### config.mk
export PLATFORM = sky130hd
export DESIGN_NAME = id_stage_pipe_ctrl
export DESIGN_NICKNAME = d
export VERILOG_FILES = /design/src/rtl/pipe_pkg.sv /design/src/rtl/fwd_mux4.sv /design/src/rtl/id_stage_pipe_ctrl.sv
export SDC_FILE = /design/constraint.sdc
export NUM_CORES = 1
export LEC_CHECK = 0
export ABC_AREA = 1
export CORE_AREA = 5 5 200 202
export CTS_CLUSTER_SIZE = 16
export DETAILED_ROUTE_END_ITERATION = 6
export DIE_AREA = 0 0 205 207
export GPL_TIMING_DRIVEN = 1
export MAX_ROUTING_LAYER = met4
export PLACE_DENSITY = 0.64
export SETUP_SLACK_MARGIN = 0.05
export SKIP_CTS_REPAIR_TIMING = 1
export SYNTH_ARGS = -nofsm -noshare
export SYNTH_HDL_FRONTEND = slang
export SYNTH_SLANG_ARGS = --single-unit
### constraint.sdc
create_clock -name CLK -period 1.9 [get_ports CLK]
set_input_delay 0.38 -clock CLK [delete_from_list [all_inputs] [get_ports CLK]]
set_output_delay 0.38 -clock CLK [all_outputs]
set_load 0.05 [all_outputs]
### src/rtl/pipe_pkg.sv
// Shared definitions for the ID-stage pipeline controller.
//   FWD_*      : operand-select encodings driven by the hazard unit
//   DW, CW     : default datapath and control-word widths
//   NOP_INSTR  : encoding placed in IF/ID on reset or flush
//   id_ex_t    : contents of the ID/EX pipeline latch
package pipe_pkg;

    localparam int DW = 32;
    localparam int CW = 16;
    localparam logic [DW-1:0] NOP_INSTR = 32'h0000_0000;

    typedef enum logic [1:0] {
        FWD_RF  = 2'b00,
        FWD_EX  = 2'b01,
        FWD_MEM = 2'b10,
        FWD_WB  = 2'b11
    } fwd_sel_t;

    typedef struct packed {
        logic [CW-1:0] ctrl;
        logic [3:0]    rw;
        logic [DW-1:0] a;
        logic [DW-1:0] b;
        logic [DW-1:0] d;
        logic          valid;
    } id_ex_t;

endpackage

### src/rtl/fwd_mux4.sv
// W-wide 4:1 operand mux choosing between the register file and the
// EX / MEM / WB forwarding sources.
//   sel : operand select (FWD_RF / FWD_EX / FWD_MEM / FWD_WB)
//   rf, ex, mem, wb : candidate operand values
//   y   : selected operand (combinational)
module fwd_mux4
    import pipe_pkg::*;
#(
    parameter int W = 32
) (
    input  logic [1:0]   sel,
    input  logic [W-1:0] rf,
    input  logic [W-1:0] ex,
    input  logic [W-1:0] mem,
    input  logic [W-1:0] wb,
    output logic [W-1:0] y
);

    always_comb begin
        y = rf;
        case (fwd_sel_t'(sel))
            FWD_EX:  y = ex;
            FWD_MEM: y = mem;
            FWD_WB:  y = wb;
            default: y = rf;
        endcase
    end

endmodule

### src/rtl/id_stage_pipe_ctrl.sv
// ID-stage pipeline controller: owns the PC, the IF/ID latch and the ID/EX
// latch, and applies the hazard unit's forwarding, stall and bubble commands.
//   CLK, RST_N            : clock, asynchronous active-low reset
//   INSTR_IF              : instruction fetched at PC
//   BR_TAKEN, BR_TARGET   : branch resolved in ID and its target
//   HZld, IF_ID_ld        : PC / IF/ID load enables (0 = stall / hold)
//   C_Unit_MUX            : 1 = pass control word, 0 = inject bubble
//   ISA, ISB, ISD         : operand forwarding selects
//   RF_A, RF_B, RF_D      : register file read data
//   EX_RES/MEM_RES/WB_RES : forwarding sources
//   CTRL_ID, RW_ID        : control word and destination decoded in ID
//   PC                    : fetch address
//   INSTR_ID, PC_ID       : IF/ID latch contents
//   A_EX, B_EX, D_EX, CTRL_EX, RW_EX_O, VALID_EX : ID/EX latch contents
//   STALL_CNT             : saturating count of stall cycles
module id_stage_pipe_ctrl #(
    parameter int            DW        = pipe_pkg::DW,
    parameter int            CW        = pipe_pkg::CW,
    parameter logic [DW-1:0] NOP_INSTR = pipe_pkg::NOP_INSTR,
    parameter int            PC_STEP   = 4
) (
    input  logic          CLK,
    input  logic          RST_N,
    input  logic [DW-1:0] INSTR_IF,
    input  logic          BR_TAKEN,
    input  logic [DW-1:0] BR_TARGET,
    input  logic          HZld,
    input  logic          IF_ID_ld,
    input  logic          C_Unit_MUX,
    input  logic [1:0]    ISA,
    input  logic [1:0]    ISB,
    input  logic [1:0]    ISD,
    input  logic [DW-1:0] RF_A,
    input  logic [DW-1:0] RF_B,
    input  logic [DW-1:0] RF_D,
    input  logic [DW-1:0] EX_RES,
    input  logic [DW-1:0] MEM_RES,
    input  logic [DW-1:0] WB_RES,
    input  logic [CW-1:0] CTRL_ID,
    input  logic [3:0]    RW_ID,
    output logic [DW-1:0] PC,
    output logic [DW-1:0] INSTR_ID,
    output logic [DW-1:0] PC_ID,
    output logic [DW-1:0] A_EX,
    output logic [DW-1:0] B_EX,
    output logic [DW-1:0] D_EX,
    output logic [CW-1:0] CTRL_EX,
    output logic [3:0]    RW_EX_O,
    output logic          VALID_EX,
    output logic [15:0]   STALL_CNT
);

    import pipe_pkg::id_ex_t;

    logic [DW-1:0] pc_q, pc_d;
    logic [DW-1:0] instr_id_q, instr_id_d;
    logic [DW-1:0] pc_id_q, pc_id_d;
    id_ex_t        id_ex_q, id_ex_d;
    logic [15:0]   stall_cnt_q, stall_cnt_d;

    logic [DW-1:0] op_a, op_b, op_d;
    logic          flush;

    fwd_mux4 #(.W(DW)) u_mux_a (
        .sel(ISA), .rf(RF_A), .ex(EX_RES), .mem(MEM_RES), .wb(WB_RES), .y(op_a)
    );
    fwd_mux4 #(.W(DW)) u_mux_b (
        .sel(ISB), .rf(RF_B), .ex(EX_RES), .mem(MEM_RES), .wb(WB_RES), .y(op_b)
    );
    fwd_mux4 #(.W(DW)) u_mux_d (
        .sel(ISD), .rf(RF_D), .ex(EX_RES), .mem(MEM_RES), .wb(WB_RES), .y(op_d)
    );

    // A taken branch only redirects when the front end is not stalled; a
    // stalled branch is simply seen again on the next cycle.
    assign flush = HZld && BR_TAKEN;

    // ---- IF stage: PC and IF/ID latch ----
    always_comb begin
        pc_d       = pc_q;
        instr_id_d = instr_id_q;
        pc_id_d    = pc_id_q;

        if (HZld) begin
            if (BR_TAKEN) pc_d = BR_TARGET;
            else          pc_d = pc_q + DW'(PC_STEP);
        end

        // Flush wins over IF_ID_ld so the wrong-path instruction never
        // reaches ID.
        if (flush) begin
            instr_id_d = NOP_INSTR;
            pc_id_d    = pc_q;
        end else if (IF_ID_ld) begin
            instr_id_d = INSTR_IF;
            pc_id_d    = pc_q;
        end
    end

    // ---- ID stage: operands and control into ID/EX ----
    always_comb begin
        id_ex_d   = '0;
        id_ex_d.a = op_a;
        id_ex_d.b = op_b;
        id_ex_d.d = op_d;
        if (C_Unit_MUX) begin
            id_ex_d.ctrl  = CTRL_ID;
            id_ex_d.rw    = RW_ID;
            id_ex_d.valid = (instr_id_q != NOP_INSTR);
        end
    end

    always_comb begin
        stall_cnt_d = stall_cnt_q;
        if (!HZld && (stall_cnt_q != 16'hFFFF)) stall_cnt_d = stall_cnt_q + 16'd1;
    end

    always_ff @(posedge CLK or negedge RST_N) begin
        if (!RST_N) begin
            pc_q        <= '0;
            instr_id_q  <= NOP_INSTR;
            pc_id_q     <= '0;
            id_ex_q     <= '0;
            stall_cnt_q <= '0;
        end else begin
            pc_q        <= pc_d;
            instr_id_q  <= instr_id_d;
            pc_id_q     <= pc_id_d;
            id_ex_q     <= id_ex_d;
            stall_cnt_q <= stall_cnt_d;
        end
    end

    assign PC        = pc_q;
    assign INSTR_ID  = instr_id_q;
    assign PC_ID     = pc_id_q;
    assign A_EX      = id_ex_q.a;
    assign B_EX      = id_ex_q.b;
    assign D_EX      = id_ex_q.d;
    assign CTRL_EX   = id_ex_q.ctrl;
    assign RW_EX_O   = id_ex_q.rw;
    assign VALID_EX  = id_ex_q.valid;
    assign STALL_CNT = stall_cnt_q;

    // Holding PC while loading IF/ID is legal but never produced by the
    // hazard unit; flag it so a hazard-unit bug shows up early.
    hz_ifid_consistent: assert property (@(posedge CLK) disable iff (!RST_N)
        !(!HZld && IF_ID_ld));

endmodule
# Word level (Yosys, flattened, before mapping)

Cells that the tools add are included.

Reductions and logical operators: 5
Multiplexer cells: 10
$add $sub $neg: 2
Equal/unequal tests: 10

Operator list:

| operator                                                        | number |
|---|---|
| 32-bit one-hot mux with 3 select lines                          | 3 |
| 32-bit 2-to-1 mux                                               | 5 |
| 32-bit by 3-bit adder with 32-bit output, second input constant | 1 |
| 32-bit nonzero test                                             | 1 |
| 20-bit 2-to-1 mux                                               | 1 |
| 16-bit by 1-bit adder with 16-bit output, second input constant | 1 |
| 16-bit != test, second input constant                           | 1 |
| 2-bit == test, second input constant                            | 6 |
| 2-bit by 1-bit == test with 1-bit output, second input constant | 3 |
| 1-bit logical AND                                               | 2 |
| 2-bit nonzero test                                              | 1 |
| 1-bit zero test                                                 | 1 |
| 1-bit 2-to-1 mux                                                | 1 |

Output and inout bits: 229
Logic and storage cells: 37
Bits in registers: 229
Input bits: 288

# Depth between registers and ports, before layout

Gate-level depths: netlist of run 1.

Depth in word-level cells: 2
Mapped depth: 10
Depth with buffers taken out: 10

# Hierarchy

From an unflattened synthesis of run 1, not the netlist that was laid out.

Cells, all modules: 1454
Area, all modules: 12062.8 sq um

By module, submodules not included:

| module             | area an instance (sq um) | cells an instance | sequential area each (sq um) | times used |
|---|---|---|---|---|
| id_stage_pipe_ctrl | 8827.2                   | 896               | 5730.5                       | 1 |
| fwd_mux4           | 1078.5                   | 186               | 0.0                          | 3 |

# Worst setup path before layout of run 1

No wires, ideal clock.

Kind: reg2reg
Start point: reg stall_cnt_q[0] (netlist: STALL_CNT[0])
End point: reg stall_cnt_q[6] (netlist: STALL_CNT[6])
Period minus slack after synthesis: 1.933 ns
Required time: 1.772 ns
Arrival time: 1.806 ns
Cell stages (with the launch flop): 10
Buffers on the path: 1
Setup slack: -0.033 ns
Library setup time: 0.128 ns
Cells stage by stage: dfrtp_1 ha_1 nand3_2 nor2_4 nand2_2 nor2_4 nand2_2 nand2_4 buf_8 o21ai_0

Longest elaborated chain between the ends: 2
Elaborated cells on any way between the ends: 3
Classes of those cells: add/sub: 1; eq/ne: 1; reduce/logical: 1

RTL lines:

| element                                                                                          | line                      | RTL |
|---|---|---|
| start, declared                                                                                  | id_stage_pipe_ctrl.sv:59  | `logic [15:0] stall_cnt_q, stall_cnt_d;` |
| start signal, assigned                                                                           | id_stage_pipe_ctrl.sv:130 | `stall_cnt_q <= stall_cnt_d;` |
| parallel branches: the longest is 2 deep, another holds 16-bit by 1-bit adder with 16-bit output | -                         |  |

Several ways; the timed one is not identified.
A chain may end at the register's enable or synchronous reset.

# Worst setup path after layout of run 1

Start point: reg instr_id_q[3] (netlist: INSTR_ID[3])
End point: out INSTR_ID[3]

RTL lines:

| element                | line                      | RTL |
|---|---|---|
| start, declared        | id_stage_pipe_ctrl.sv:56  | `logic [DW-1:0] instr_id_q, instr_id_d;` |
| start signal, assigned | id_stage_pipe_ctrl.sv:127 | `instr_id_q <= instr_id_d;` |
| end, declared          | id_stage_pipe_ctrl.sv:42  | `output logic [DW-1:0] INSTR_ID,` |

No word-level cell between the ends.

==> summary.txt, run 1 <==
sequential-to-total area share from yosys stat -> 0.519
Crit. Startpoint -> INSTR_ID[3]
Die Ht -> 207 um
Max FO, Critical Path -> 3
Initial Utilization -> 0.290
final core occ -> 0.474
Die ar. -> 42400 um2
Worst Path Required -> 1.52 ns
fmax -> 0.574 GHz
most common cell after layout, fill and taps aside -> nand2_1
Startpoint Class -> flop
gr usage total -> 0.245
# clock sinks -> 229
Hold Slack -> 0.323 ns
crit share post-route -> 0.917
Synth Register Bits -> 229
CP Capture Type -> output port
footprint of the multi-input gates -> 4600 um2
initial antenna violation count -> 15
DRT Wirelength -> 52800 um
DRC -> 0
HPWL after DPL -> 40800 um
layout cells sized above 1 -> 0.155
H-tree depth -> 1
RePlAce Congestion -> 0.936
cells after synthesis -> 1409
Avg Cell Area, Syn -> 7.84 um2
RSZ-0062 raised after global routing -> false
synth unique cells -> 37
clock power share -> 0.347
commonest cells after routing, fill and taps aside -> nand2_1, clkdlybuf4s50_1, dfrtp_1
CP max stage delay -> 0.43 ns
Buf+Inv Stages, Crit Path -> 1
io pins -> 517
slowest cell on the critical path -> dlymetal6s2s_1
DR pass1 iterations -> 5
Num CTS Buffers -> 28
Crit path max-delay family -> buffers and inverters
Worst Tran Pin Value -> 0.556 ns
final-report hold violation count -> 0
Psw -> 6290 uW
WP data arrival -> 1.36 ns
Vias/cell -> 4.84
core area -> 38100 um2
Syn Std Cell Area -> 11000 um2
Comb pwr share -> 0.313
Layout area overhead -> 63.5%
Final ANT Viol Nets -> 0
PD cells -> 960 nW/um2
kind of critical path -> flop to output port
CTS clock-pin slew for the worst setup and hold paths -> 0.06 ns
FP Rows -> 72
first-pass GRT wire length -> 78700 um
largest net degree at the start of global routing -> 60
WL per Instance -> 21.1 um
via count -> 12100
DRT iter0 DRCs -> 720
worst-case clock buffer depth -> 3
Slew HR -> 0.629
CTS Root Cell -> clkbuf_16
Reg-to-Reg Start -> PC[2]
Power, Total -> 17300 uW
final setup vio count -> 0
number of global-route vias before repair -> 12900
CP cell instances -> dlymetal6s2s_1
YS warnings -> 0
switch share -> 0.363
VDD IR-drop max -> 0.590 mV
sequential share of power -> 0.340
Fillers -> 3753
Die W -> 205 um
status -> complete, no violations
Reg area -> 5740 um2
Worst Hold Class -> input port to asynchronous set/reset pin
Final Skew -> 0.0131 ns
clk_lat worst skew -> 0.55 ns
CTS tree -> built
leak pwr -> 0.00892 uW
port bufs -> 516
nets -> 2237
global route overflow -> 0
Internal Pwr Total -> 11100 uW
Max Cap Violations -> 0
fin. max-slew vios -> 0
Tmin final -> 1.74 ns
synthesized net count -> 1699
[routing by layer]
metal  vias up  GRT usage  wire (um)
met1      5717      0.273      19200
met3       104     0.0762       5620
met5         -          -          0
met2       610      0.412      26100
met4         0     0.0910       1820
li1       5669          -          -
[stage by stage]
| step | cells | cell area, um2 | setup slack (ns) | setup TNS [ns] |
|---|---|---|---|---|
| 6_report | 2501 | 18100 | 0.158 | 0 |
| 5_1_grt | 2500 | 18100 | 0.0546 | 0 |
| 4_1_cts | 2483 | 17800 | -0.265 | -13.30 |
| 3_5_place_dp | 2432 | 16800 | -0.0943 | -0.729 |
| 3_3_place_gp | 2432 | 16800 | -0.0637 | -0.600 |
| 2_1_floorplan | 1409 | 11100 | 0.149 | 0 |
[cell type report]
class / instances / area share
timing repair buffer: 574 / 0.307
clock buffer: 34 / 0.0434
clock inverter: 17 / 0.0142
inverter: 123 / 0.0256
sequential: 229 / 0.317
antenna: 15 / 0.00208
tap: 518 / 0.0359
multi-input combinational: 991 / 0.255
[state kept, by name, indices dropped and copies added (netlist names)]
signal     count
PC            32
RW_EX_O        4
CTRL_EX       16
VALID_EX       1
D_EX          32
B_EX          32
PC_ID         32
INSTR_ID      32
STALL_CNT     16
A_EX          32
[logic make-up after synthesis]
group,share of synthesized area
buffers and inverters,0.0676
multiplexers,0.00918
AND/OR/NAND/NOR,0.306
XOR/XNOR,0.0127
flip-flops,0.519
AO/OA/AOI/OAI,0.0836
adder cells (fa/ha/maj),0.00227
[worst reg2reg max path: cells and delay by family (launching register included)]
family | cells | cell delay [ns]
buffers and inverters | 1 | 0.17
and+or+nand+nor | 9 | 0.82
DFF | 1 | 0.42
adders and majority gates | 1 | 0.19
[power by group through the flow]
stage | Combinational (uW) | Clock (uW) | Sequential [uW]
2_1_floorplan | 1000 | 0 | 7860
3_3_place_gp | 5430 | 0 | 5980
3_5_place_dp | 5460 | 0 | 5980
4_1_cts | 5470 | 6170 | 5910
5_1_grt | 5730 | 6340 | 5960
6_report | 5430 | 6020 | 5890
[Yosys cell counts]
cell type,n,share of area
a21oi_1,37,0.017
a21oi_2,1,0.00079
a311oi_1,1,0.00079
a31oi_1,1,0.00057
buf_1,3,0.0010
buf_2,9,0.0041
buf_4,2,0.0014
buf_6,1,0.0010
buf_8,1,0.0014
clkbuf_1,50,0.017
clkinv_1,1,0.00034
dfrtp_1,229,0.52
ha_1,2,0.0023
inv_1,122,0.041
mux2_2,9,0.0092
nand2_1,579,0.20
nand2_2,3,0.0017
nand2_4,1,0.0010
nand3_1,69,0.031
nand3_2,1,0.00091
nand3b_1,1,0.00068
nand4_1,61,0.035
nor2_1,89,0.030
nor2_2,2,0.0011
nor2_4,2,0.0020
nor3_1,6,0.0027
nor4_1,4,0.0023
o2111ai_1,42,0.033
o211ai_1,9,0.0061
o21a_1,1,0.00068
o21ai_0,48,0.022
o21ai_1,2,0.00091
o22ai_1,2,0.0011
o32ai_1,1,0.00079
or2_1,1,0.00057
xnor2_1,7,0.0056
xor2_1,9,0.0071
[worst paths after layout]
check / end / depth (start not counted) / slack (ns)
min reg2reg: PC[0] / 2 / 0.51
max in group asynchronous: STALL_CNT[1] / 3 / 0.89
min in group CLK: RW_EX_O[0] / 3 / 0.35
max: INSTR_ID[3] / 1 / 0.16
max reg2reg: PC[20] / 11 / 0.20
min: CTRL_EX[11] / 2 / 0.32
No activity file was read; power rests on OpenSTA's default activity.
==> run 2, diff against run 1 <==
--- a/config.mk
+++ b/config.mk
@@ -6,13 +6,14 @@
 export NUM_CORES = 1
 export LEC_CHECK = 0
 export ABC_AREA = 1
-export CORE_AREA = 5 5 200 202
+export CAP_MARGIN = 20
+export CORE_AREA = 5 5 199 201
 export CTS_CLUSTER_SIZE = 16
 export DETAILED_ROUTE_END_ITERATION = 6
-export DIE_AREA = 0 0 205 207
+export DIE_AREA = 0 0 204 206
 export GPL_TIMING_DRIVEN = 1
 export MAX_ROUTING_LAYER = met4
-export PLACE_DENSITY = 0.64
+export PLACE_DENSITY = 0.65
 export SETUP_SLACK_MARGIN = 0.05
 export SKIP_CTS_REPAIR_TIMING = 1
 export SYNTH_ARGS = -nofsm -noshare
==> run 2 against run 1 <==
Against the previous run:
- worst hold slack better by 0.040 ns
- sequential power hardly changed
- final cell count hardly changed
- critical endpoint is now PC[10]
==> summary.txt, run 2 (synthesis gave the netlist of run 1 again) <==
status -> complete, no violations
fmax -> 0.564 GHz (-1.8%)
Die ar. -> 42000 um2 (-0.97%)
Final Skew -> 0.00722 ns (-0.00588 ns)
FP Rows -> 71 (-1.4%)
DRT iter0 DRCs -> 880 (+22%)
Fillers -> 3598 (-4.1%)
Slew HR -> 0.616 (-0.0127)
nets -> 2246 (+0.40%)
placed insts -> 2434 (+0.082%)
start point of the worst hold path -> CTRL_ID[0]
RePlAce Congestion -> 0.914 (-2.4%)
Startpoint Class -> flop
gr usage total -> 0.244 (-0.000532)
Final ANT Viol Nets -> 0 (unchanged)
Vias/cell -> 4.90 (+1.2%)
Die W -> 204 um (-0.49%)
WP data arrival -> 1.39 ns (+0.03 ns)
WL per Instance -> 20.9 um (-1.1%)
layout cells sized above 1 -> 0.164 (+0.00899)
global route overflow -> 0 (unchanged)
DR pass1 iterations -> 5 (unchanged)
Reg-to-Reg Start -> PC[10]
total negative slack -> 0 ns (unchanged)
io pins -> 517 (unchanged)
Num CTS Buffers -> 27 (-3.6%)
via count -> 12300 (+1.3%)
crit share post-route -> 0.934 (+0.0165)
Tmin final -> 1.77 ns (+0.0314 ns)
R2R cell count -> 9 (-2)
Worst Hold Class -> input port to flop
HPWL after DPL -> 40600 um (-0.44%)
Die Ht -> 206 um (-0.48%)
core area -> 37400 um2 (-1.9%)
final setup vio count -> 0 (unchanged)
leak pwr -> 0.00890 uW (-0.20%)
largest net degree at the start of global routing -> 54 (-10%)
R2R setup slack -> 0.19 ns (about the same)
fin. max-slew vios -> 0 (unchanged)
PD cells -> 941 nW/um2 (-2.0%)
RSZ-0062 raised after global routing -> false
port bufs -> 516 (unchanged)
CTS clock-pin slew for the worst setup and hold paths -> 0.06 ns (about the same)
DRT Wirelength -> 52200 um (-1.0%)
reg-to-reg critical path endpoint -> PC[30]
number of global-route vias before repair -> 12600 (-2.2%)
Max FO, Critical Path -> 4 (+1)
DRC -> 0 (unchanged)
fin cells -> 2503 (+0.080%)
clk_lat worst skew -> 0.55 ns (about the same)
CP Capture Type -> output port
H-tree depth -> 1 (unchanged)
Layout area overhead -> 63.9%
most common cell after layout, fill and taps aside -> nand2_1
worst-case clock buffer depth -> 3 (unchanged)
Hold EP -> CTRL_EX[0]
VDD IR-drop max -> 0.592 mV (+0.35%)
worst hold path cell count -> 3
initial antenna violation count -> 13 (-2)
CTS Root Cell -> clkbuf_16
Initial Utilization -> 0.295 (+0.00548)
final-report hold violation count -> 0 (unchanged)
first-pass GRT wire length -> 77200 um (-1.9%)
# clock sinks -> 229 (unchanged)
Worst Path Required -> 1.52 ns (about the same)
kind of critical path -> flop to output port
Max Cap Violations -> 0 (unchanged)
Worst Tran Pin Value -> 0.575 ns (+0.0190 ns)
commonest cells after routing, fill and taps aside -> nand2_1, clkdlybuf4s50_1, dfrtp_1
CTS tree -> built
-- run 2: through the flow --
stage	total power (uW)	util	cell area [um2]	setup WS (ns)	hold slack, ns
after floorplan	8860	-	11100	0.149	0.0844
after global placement	11400	0.452	16900	-0.131	0.345
after detailed placement	11500	0.452	16900	-0.183	0.347
after CTS	17200	0.478	17900	-0.254	-0.246
after global routing	17700	0.484	18100	0.0595	0.343
final	17000	0.484	18100	0.126	0.363
-- run 2: critical path, stage by stage (launching register included) --
cell and delay (ns):
dfrtp_1 0.48, buf_4 0.17, buf_4 0.20
-- run 2: worst max-delay path by stage --
stage	from	to	slack, ns	cells after the start
2_1_floorplan	STALL_CNT[0]	STALL_CNT[6]	0.15	9
3_3_place_gp	HZld	STALL_CNT[13]	-0.13	6
3_5_place_dp	HZld	STALL_CNT[13]	-0.18	6
4_1_cts	A_EX[27]	A_EX[27]	-0.25	1
5_1_grt	PC[10]	PC[22]	0.06	9
6_report	PC[10]	PC[10]	0.13	2
-- run 2: area by class of cell --
class,instances,area (um2),area share
Tap cell,511,639,0.0353
Multi-Input combinational cell,991,4600,0.254
Sequential cell,229,5740,0.317
Clock buffer,33,758,0.0419
Timing Repair Buffer,584,5650,0.312
Clock inverter,16,220,0.0122
Inverter,123,462,0.0255
Antenna cell,16,40.0,0.00221
-- run 2: power breakdown --
group	switching (uW)	total (uW)	internal, uW
clock network	2170	5680	3510
registers	469	5910	5440
logic	3560	5440	1880
total	6200	17000	10800
-- run 2: routing by layer --
layer / global-route usage / wire (um)
met4: 0.0962 / 2320
met5: - / 0
met3: 0.0759 / 5350
met2: 0.412 / 25400
met1: 0.273 / 19200
